==> config.mk <==
export PLATFORM = sky130hd
export DESIGN_NAME = writeback_arbiter
export DESIGN_NICKNAME = d
export VERILOG_FILES = /design/src/rtl/writeback_arbiter.sv
export SDC_FILE = /design/constraint.sdc
export NUM_CORES = 1
export LEC_CHECK = 0
export BUFFER_PORTS_ARGS = -buffer_cell sky130_fd_sc_hd__buf_4
export CORE_AREA = 2 2 132 134
export DETAILED_ROUTE_END_ITERATION = 10
export DIE_AREA = 0 0 134 136
export MAX_ROUTING_LAYER = met4
export PLACE_DENSITY = 0.72
export SLEW_MARGIN = 40
export SYNTH_ARGS = -nofsm -noshare
export SYNTH_HDL_FRONTEND = slang
export SYNTH_SLANG_ARGS = --single-unit
==> constraint.sdc <==
create_clock -name clk -period 6.6 [get_ports clk]
set_input_delay 1.32 -clock clk [delete_from_list [all_inputs] [get_ports clk]]
set_output_delay 1.32 -clock clk [all_outputs]
set_load 0.01 [all_outputs]
==> src/rtl/writeback_arbiter.sv <==
// Merges the load and ALU result streams onto the single register-file write port.
// Loads always win; ALU results wait in a small FIFO whose entries can be killed by younger loads.
module writeback_arbiter #(
  parameter int ALU_DEPTH = 4,
  parameter int CNT_W     = $clog2(ALU_DEPTH + 1)
) (
  input  logic             clk,
  input  logic             rst_n,
  input  logic             alu_valid,
  output logic             alu_ready,
  input  logic [4:0]       alu_rd,
  input  logic [31:0]      alu_data,
  input  logic             load_valid,
  input  logic [4:0]       load_rd,
  input  logic [31:0]      load_data,
  output logic [4:0]       register_write,
  output logic [31:0]      write_data,
  output logic             register_write_enable,
  input  logic [4:0]       query_rs1,
  input  logic [4:0]       query_rs2,
  output logic             hazard_rs1,
  output logic             hazard_rs2,
  output logic [CNT_W-1:0] pending_count
);

  localparam int PTR_W = (ALU_DEPTH > 1) ? $clog2(ALU_DEPTH) : 1;

  // Handshake: an ALU result transfers on a rising edge where alu_valid && alu_ready;
  // alu_valid may be held, and alu_ready depends only on FIFO occupancy and rst_n.
  logic [4:0]           rd_q   [ALU_DEPTH];
  logic [31:0]          data_q [ALU_DEPTH];
  logic [ALU_DEPTH-1:0] live_q, live_d;
  logic [PTR_W-1:0]     wr_ptr_q, wr_ptr_d, rd_ptr_q, rd_ptr_d;
  logic [CNT_W-1:0]     count_q, count_d;
  logic [4:0]           wb_rd_q, wb_rd_d;
  logic [31:0]          wb_data_q, wb_data_d;
  logic                 wb_en_q, wb_en_d;
  logic                 full, empty, push, pop;

  assign full      = (count_q == CNT_W'(ALU_DEPTH));
  assign empty     = (count_q == '0);
  assign alu_ready = !full && rst_n;
  assign push      = alu_valid && alu_ready;
  assign pop       = !load_valid && !empty;

  always_comb begin
    live_d    = live_q;
    wr_ptr_d  = wr_ptr_q;
    rd_ptr_d  = rd_ptr_q;
    count_d   = count_q;
    wb_rd_d   = wb_rd_q;
    wb_data_d = wb_data_q;
    wb_en_d   = 1'b0;
    if (load_valid) begin
      wb_rd_d   = load_rd;
      wb_data_d = load_data;
      wb_en_d   = (load_rd != 5'd0);
      // The load is younger than every queued entry, so older writes to its rd must die.
      for (int i = 0; i < ALU_DEPTH; i++) begin
        if (load_rd != 5'd0 && rd_q[i] == load_rd) live_d[i] = 1'b0;
      end
    end else if (pop) begin
      wb_rd_d           = rd_q[rd_ptr_q];
      wb_data_d         = data_q[rd_ptr_q];
      wb_en_d           = live_q[rd_ptr_q] && (rd_q[rd_ptr_q] != 5'd0);
      live_d[rd_ptr_q]  = 1'b0;
      rd_ptr_d          = rd_ptr_q + PTR_W'(1);
    end
    // Push after the kill loop: an entry entering alongside a load is younger and survives.
    if (push) begin
      live_d[wr_ptr_q] = 1'b1;
      wr_ptr_d         = wr_ptr_q + PTR_W'(1);
    end
    case ({push, pop})
      2'b10:   count_d = count_q + CNT_W'(1);
      2'b01:   count_d = count_q - CNT_W'(1);
      default: count_d = count_q;
    endcase
  end

  always_ff @(posedge clk) begin
    if (!rst_n) begin
      live_q    <= '0;
      wr_ptr_q  <= '0;
      rd_ptr_q  <= '0;
      count_q   <= '0;
      wb_rd_q   <= '0;
      wb_data_q <= '0;
      wb_en_q   <= 1'b0;
    end else begin
      live_q    <= live_d;
      wr_ptr_q  <= wr_ptr_d;
      rd_ptr_q  <= rd_ptr_d;
      count_q   <= count_d;
      wb_rd_q   <= wb_rd_d;
      wb_data_q <= wb_data_d;
      wb_en_q   <= wb_en_d;
    end
  end

  always_ff @(posedge clk) begin
    if (push) begin
      rd_q[wr_ptr_q]   <= alu_rd;
      data_q[wr_ptr_q] <= alu_data;
    end
  end

  // Live bits are cleared on pop, so a live bit alone implies an occupied slot.
  always_comb begin
    hazard_rs1 = 1'b0;
    hazard_rs2 = 1'b0;
    for (int i = 0; i < ALU_DEPTH; i++) begin
      if (live_q[i] && query_rs1 != 5'd0 && rd_q[i] == query_rs1) hazard_rs1 = 1'b1;
      if (live_q[i] && query_rs2 != 5'd0 && rd_q[i] == query_rs2) hazard_rs2 = 1'b1;
    end
  end

  assign register_write        = wb_rd_q;
  assign write_data            = wb_data_q;
  assign register_write_enable = wb_en_q;
  assign pending_count         = count_q;

endmodule

==> Yosys cells after proc, flatten, opt, wreduce, memory -nomap -nowiden <==
Memories as Yosys holds them, arrays and structs flattened. A register that Yosys moved wholly into a read port is not among the register bits.
Index checks and enable logic that the tools add are counted.
{ "word_totals": {"ff_bits": 49, "ram_bits": 148, "inputBits": 88, "output_inout_bits": 44, "elab_cells": 107, "memories": 2} }
{ "memory_table": {"columns": ["name", "depth", "word_bits", "rd", "rd_ports_with_merged_regs", "wr", "line", "text"], "rows": [
  ["data_q", 4, 32, 1, 1, 1, "31", "logic [31:0] data_q [ALU_DEPTH];"],
  ["rd_q", 4, 5, 5, 1, 1, "30", "logic [4:0] rd_q [ALU_DEPTH];"]
]} }
{ "op_classes": {"n_addsub": 4, "n_lt_le_gt_ge": 4, "n_eq_ne": 15, "muxes": 34, "n_bitwise": 4, "reduce_logical": 37} }
{ "op_table": {"columns": ["cell", "n"], "rows": [
  ["32-bit 2-to-1 mux", 2],
  ["5-bit equality test", 12],
  ["1-bit logical AND", 26],
  ["5-bit nonzero test", 4],
  ["1-bit 2-to-1 mux", 19],
  ["4-bit 2-to-1 mux", 3],
  ["5-bit 2-to-1 mux", 2],
  ["2-bit 2-to-1 mux", 4],
  ["2-bit by 3-bit < comparator with 1-bit output (second input constant)", 2],
  ["3-bit case mux with 2 select lines", 1],
  ["2-bit by 1-bit adder with 2-bit output (second input constant)", 2],
  ["4-bit AND", 1],
  ["1-bit demux with 2-bit select", 2],
  ["2-bit by 1-bit greater-or-equal comparator with 1-bit output (second input constant)", 2],
  ["4-bit NOT", 1],
  ["4-bit bitwise OR", 1],
  ["2-bit nonzero test", 2],
  ["3-bit by 1-bit adder with 3-bit output (second input constant)", 1],
  ["3-bit equality test (second input constant)", 1],
  ["1-bit logical NOT", 3],
  ["3-bit logical NOT", 1],
  ["3-bit by 1-bit subtractor with 3-bit output (second input constant)", 1],
  ["1-bit binary-select mux with 2-bit select", 1],
  ["2-bit by 1-bit equality test with 1-bit output (second input constant)", 1],
  ["3 further kinds", 3]
]} }

==> Longest topological paths before layout <==
{ "depth": {"depth_word": 10, "ltp_mapped": 10} }

==> Least setup slack after synthesis <==
Ideal clock, no wire load.
{ "synth_path": {"kind": "input port to output port", "start": "input port query_rs1[0]", "end": "output port hazard_rs1", "arrival_ns": 2.231, "required_ns": 5.280, "path_slack_ns": 3.049, "stages": 6, "path_buffers": 1, "path_cell_list": "clkbuf_1 > xor2_1 > nor4_1 > nand3_1 > nand4_1 > o21a_1"} }
{ "synth_between": {"elab_chain_len": 7} }
{ "synth_lines": {"columns": ["item", "line", "text"], "rows": [
  ["start: declaration", "19", "input logic [4:0] query_rs1,"],
  ["5-bit nonzero test", "113", "if (live_q[i] && query_rs1 != 5'd0 && rd_q[i] == query_rs1) hazard_rs1 = 1'b1;"],
  ["1-bit logical AND (2 in a row)", "113", null],
  ["1-bit 2-to-1 mux (3 in a row)", "113", null],
  ["1-bit 2-to-1 mux (*)", "113", null],
  ["end: declaration", "21", "output logic hazard_rs1,"]
]} }
Mark *: on every way between the ends. The rest lies on a longest branch, timed or not.

==> Worst setup path in the final report <==
{ "layout_path": {"start": "input port rst_n", "end": "output port alu_ready"} }
{ "layout_between": {"elab_chain_len": 1} }
{ "layout_lines": {"columns": ["item", "line", "text"], "rows": [
  ["start: declaration", "8", "input logic rst_n,"],
  ["1-bit logical AND", "42", "assign alu_ready = !full && rst_n;"],
  ["end: declaration", "10", "output logic alu_ready,"]
]} }
Every way passes these cells.

==> results.sh <==
export IMPL_status="complete, no violations"
export IMPL_layout_core_utilization=0.5990
export IMPL_setup_tns_ns=0
export IMPL_layout_cells_most_common_list="148 x edfxtp_1, 133 x buf_4, 77 x a21oi_1, 49 x dfxtp_1, 43 x nand2_1"
export IMPL_layout_cells_most_common="edfxtp_1"
export IMPL_layout_area_overhead_vs_synth_pct=21.56
export IMPL_max_cap_violations=0
export IMPL_crit_arrival_ns=2.63
export IMPL_io_buffers=131
export IMPL_layout_worst_path_cycle_share=0.5980
export IMPL_fraction_of_synthesis_flops_using_an_asynchronous_set_or_reset_pin=0
export IMPL_boundaryPins=132
export IMPL_inst_count_dp=900
export IMPL_synthFlopType="edfxtp_1"
export IMPL_drt_total_wl_um=19820
export IMPL_synth_net_count=682
export IMPL_clockRootBuffer="clkbuf_16"
export IMPL_hp_class="reg -> reg"
export IMPL_final_antenna_net_count=0
export IMPL_die_h_um=136
export IMPL_period_needed_ns=3.947
export IMPL_clkTransAtPathRegs_ns=0.07
export IMPL_finalWeightedCongestion=0.8912
export IMPL_timing_critical_path_required_ns=5.28
export IMPL_synthesis_area_um2=8315
export IMPL_p_sw_frac=0.2867
export IMPL_skew_ns=0.008333
export IMPL_post_dp_hpwl_um=12410
export IMPL_cts_hold_repair_buffers=0
export IMPL_drc_errors=0
export IMPL_setup_worst_path_start_class="input pin"
export IMPL_slew_violations=0
export IMPL_start_util=0.4927
export IMPL_synth_cell_type_count=30
export IMPL_cp_max_fo=38
export IMPL_max_freq_mhz=253.4
export IMPL_max_buffers_root_to_sink=2
export IMPL_p_sw_uw=1006
export IMPL_cell_internal_pwr_uw=2503
export IMPL_post_synth_top_area_cell="edfxtp_1"
export IMPL_setup_violations=0
export IMPL_tightestPinTransition_ns=0.6584
export IMPL_grt_start_max_net_pins=41
export IMPL_placeableCoreArea_um2=16880
export IMPL_die_w_um=134
export IMPL_grtUsageTotal=0.2318
export IMPL_endpoint_kind="output port"
export IMPL_synth_edf_count=148
export IMPL_first_pass_iters=5
export IMPL_via_count=5335
export IMPL_final_instance_count_excl_fill=933
export IMPL_fillerInstances=1315
export IMPL_postCtsSetupRepairBufs=0
export IMPL_post_synth_inst_count=584
export IMPL_share_seq_of_total_power=0.436
export IMPL_post_cts_resized_instances=0
export IMPL_synth_ff_latch_count=199
export IMPL_rsz0062_at_grt="false"
export IMPL_power_leakage_uw=0.003571
export IMPL_cpMostUsedCell="buf_4"
export IMPL_hold_violations=0
export IMPL_first_global_vias=5364
export IMPL_grt_overflow_total=0
export IMPL_multi_input_gate_area_in_the_final_layout_um2=2665
export IMPL_power_per_cell_area_nw_per_um2=347.1
export IMPL_placement_rows=48
export IMPL_cp_cell_sequence="buf_4, inv_1, a31oi_1, buf_4"
export IMPL_power_combinational_fraction=0.244
export IMPL_sequential_cell_area_fraction_in_the_yosys_report=0.6572
export IMPL_die_area_um2=18220
export IMPL_clockPowerShare=0.320
export IMPL_worstSetupPathType="in -> out"
export IMPL_tritoncts="done"
export IMPL_ys_warn_count=0
export IMPL_sequential_cell_area_um2=5470
export IMPL_worst_skew_pair_late_latency_ns=0.43
export IMPL_drive_gt1_frac=0.2956
export IMPL_synth_top_area_frac=0.5345
export IMPL_cts_buffers=17
export IMPL_sinks_on_clock_net=199
export IMPL_post_synth_main_area_contributors="edfxtp_1 53%, dfxtp_1 12%, mux4_2 10%"
export IMPL_detail_routed_via_count_per_cell=5.718
export IMPL_critical_path_max_stage_delay_ns=0.45
export IMPL_antenna_found_initial=1
export IMPL_power_ir_vdd_worst_mv=0.2216
export IMPL_crit_slowest_cell="a31oi_1"
export IMPL_max_slew_margin_rel=0.5604
export IMPL_clock_tree_htree_level_count=4
export IMPL_dr_first_iter_drc_count=331
export IMPL_fin_worst_hold_slack_ns=0.5312
export IMPL_grt_pass1_wl_um=30120
export IMPL_nets_finish=792
export IMPL_wire_per_inst_um=21.24
export IMPL_syn_area_per_cell_um2=14.24
==> Yosys cell counts (all sizes together) (4+ instances only) <==
cell type	count
and3	4
ha	9
clkbuf	38
inv	10
xnor2	22
buf	5
nand3	12
a31oi	5
dfxtp	51
xor2	42
mux4	38
edfxtp	148
nand2	43
or4	8
o21ai	39
nor4	8
nor2	13
a21oi	77
==> state kept, by name, indices dropped and copies added (netlist names), named ones only <==
register / cells
data_q: 128
write_data: 32
rd_q: 20
register_write: 5
live_q: 4
pending_count: 3
rd_ptr_q: 2
wr_ptr_q: 2
register_write_enable: 1
==> worst max-delay path, delay by kind of cell <==
family | cells | cell delay, ns
buf+inv | 3 | 0.85
compound gates | 1 | 0.45
==> through the flow <==
step | worst slack, ns | instance area [um^2] | power, uW
global placement | 2.807 | 9443 | 2391
floorplan | 3.049 | 8315 | 2100
finish | 2.653 | 10110 | 3508
global route | 2.493 | 10110 | 3653
detailed placement | 2.651 | 9460 | 2415
CTS | 2.644 | 10100 | 3528
==> routing by layer <==
layer  share of wire  vias to the layer above  wire (um)  GRT usage
li1                -                     2401          -          -
met1            0.41                     2684       8129     0.2920
met2            0.51                      220      10070     0.3795
met3           0.064                       30       1275    0.04922
met4           0.018                        0        350    0.07447
met5               0                        -          0          -
==> layout make-up <==
type                       instances  area share
multi-input combinational        332      0.2636
timing repair buffer             134     0.09989
tap                              225     0.02785
inverter                          10    0.003713
clock buffer                      20     0.04419
clock inverter                    12     0.01931
antenna                            1   0.0002476
sequential                       199      0.5412
==> power groups by stage <==
stage	clock [uW]	combinational, uW	sequential (uW)
floorplan	0	551	1550
global placement	0	842	1550
detailed placement	0	860	1550
CTS	1130	866	1530
global route	1180	934	1540
finish	1120	857	1530
==> cells by family after synthesis <==
| logic type | share of synthesized area |
|---|---|
| AO/OA/AOI/OAI | 0.07719 |
| flip-flops | 0.6572 |
| multiplexers | 0.1029 |
| AND/OR/NAND/NOR | 0.05402 |
| adder cells (fa/ha/maj) | 0.01595 |
| XOR/XNOR | 0.06741 |
| buffers and inverters | 0.02528 |
==> final timing paths <==
| path | cells after the start | slack, ns | from | endpoint |
|---|---|---|---|---|
| worst max register to register | 9 | 3.88 | pending_count[2] | pending_count[2] |
| worst min-delay path | 2 | 0.53 | write_data[9] | write_data[9] |
| worst max-delay path | 4 | 2.65 | rst_n | alu_ready |
| worst min register to register | 2 | 0.53 | write_data[9] | write_data[9] |
No activity file was read; power rests on OpenSTA's default activity.
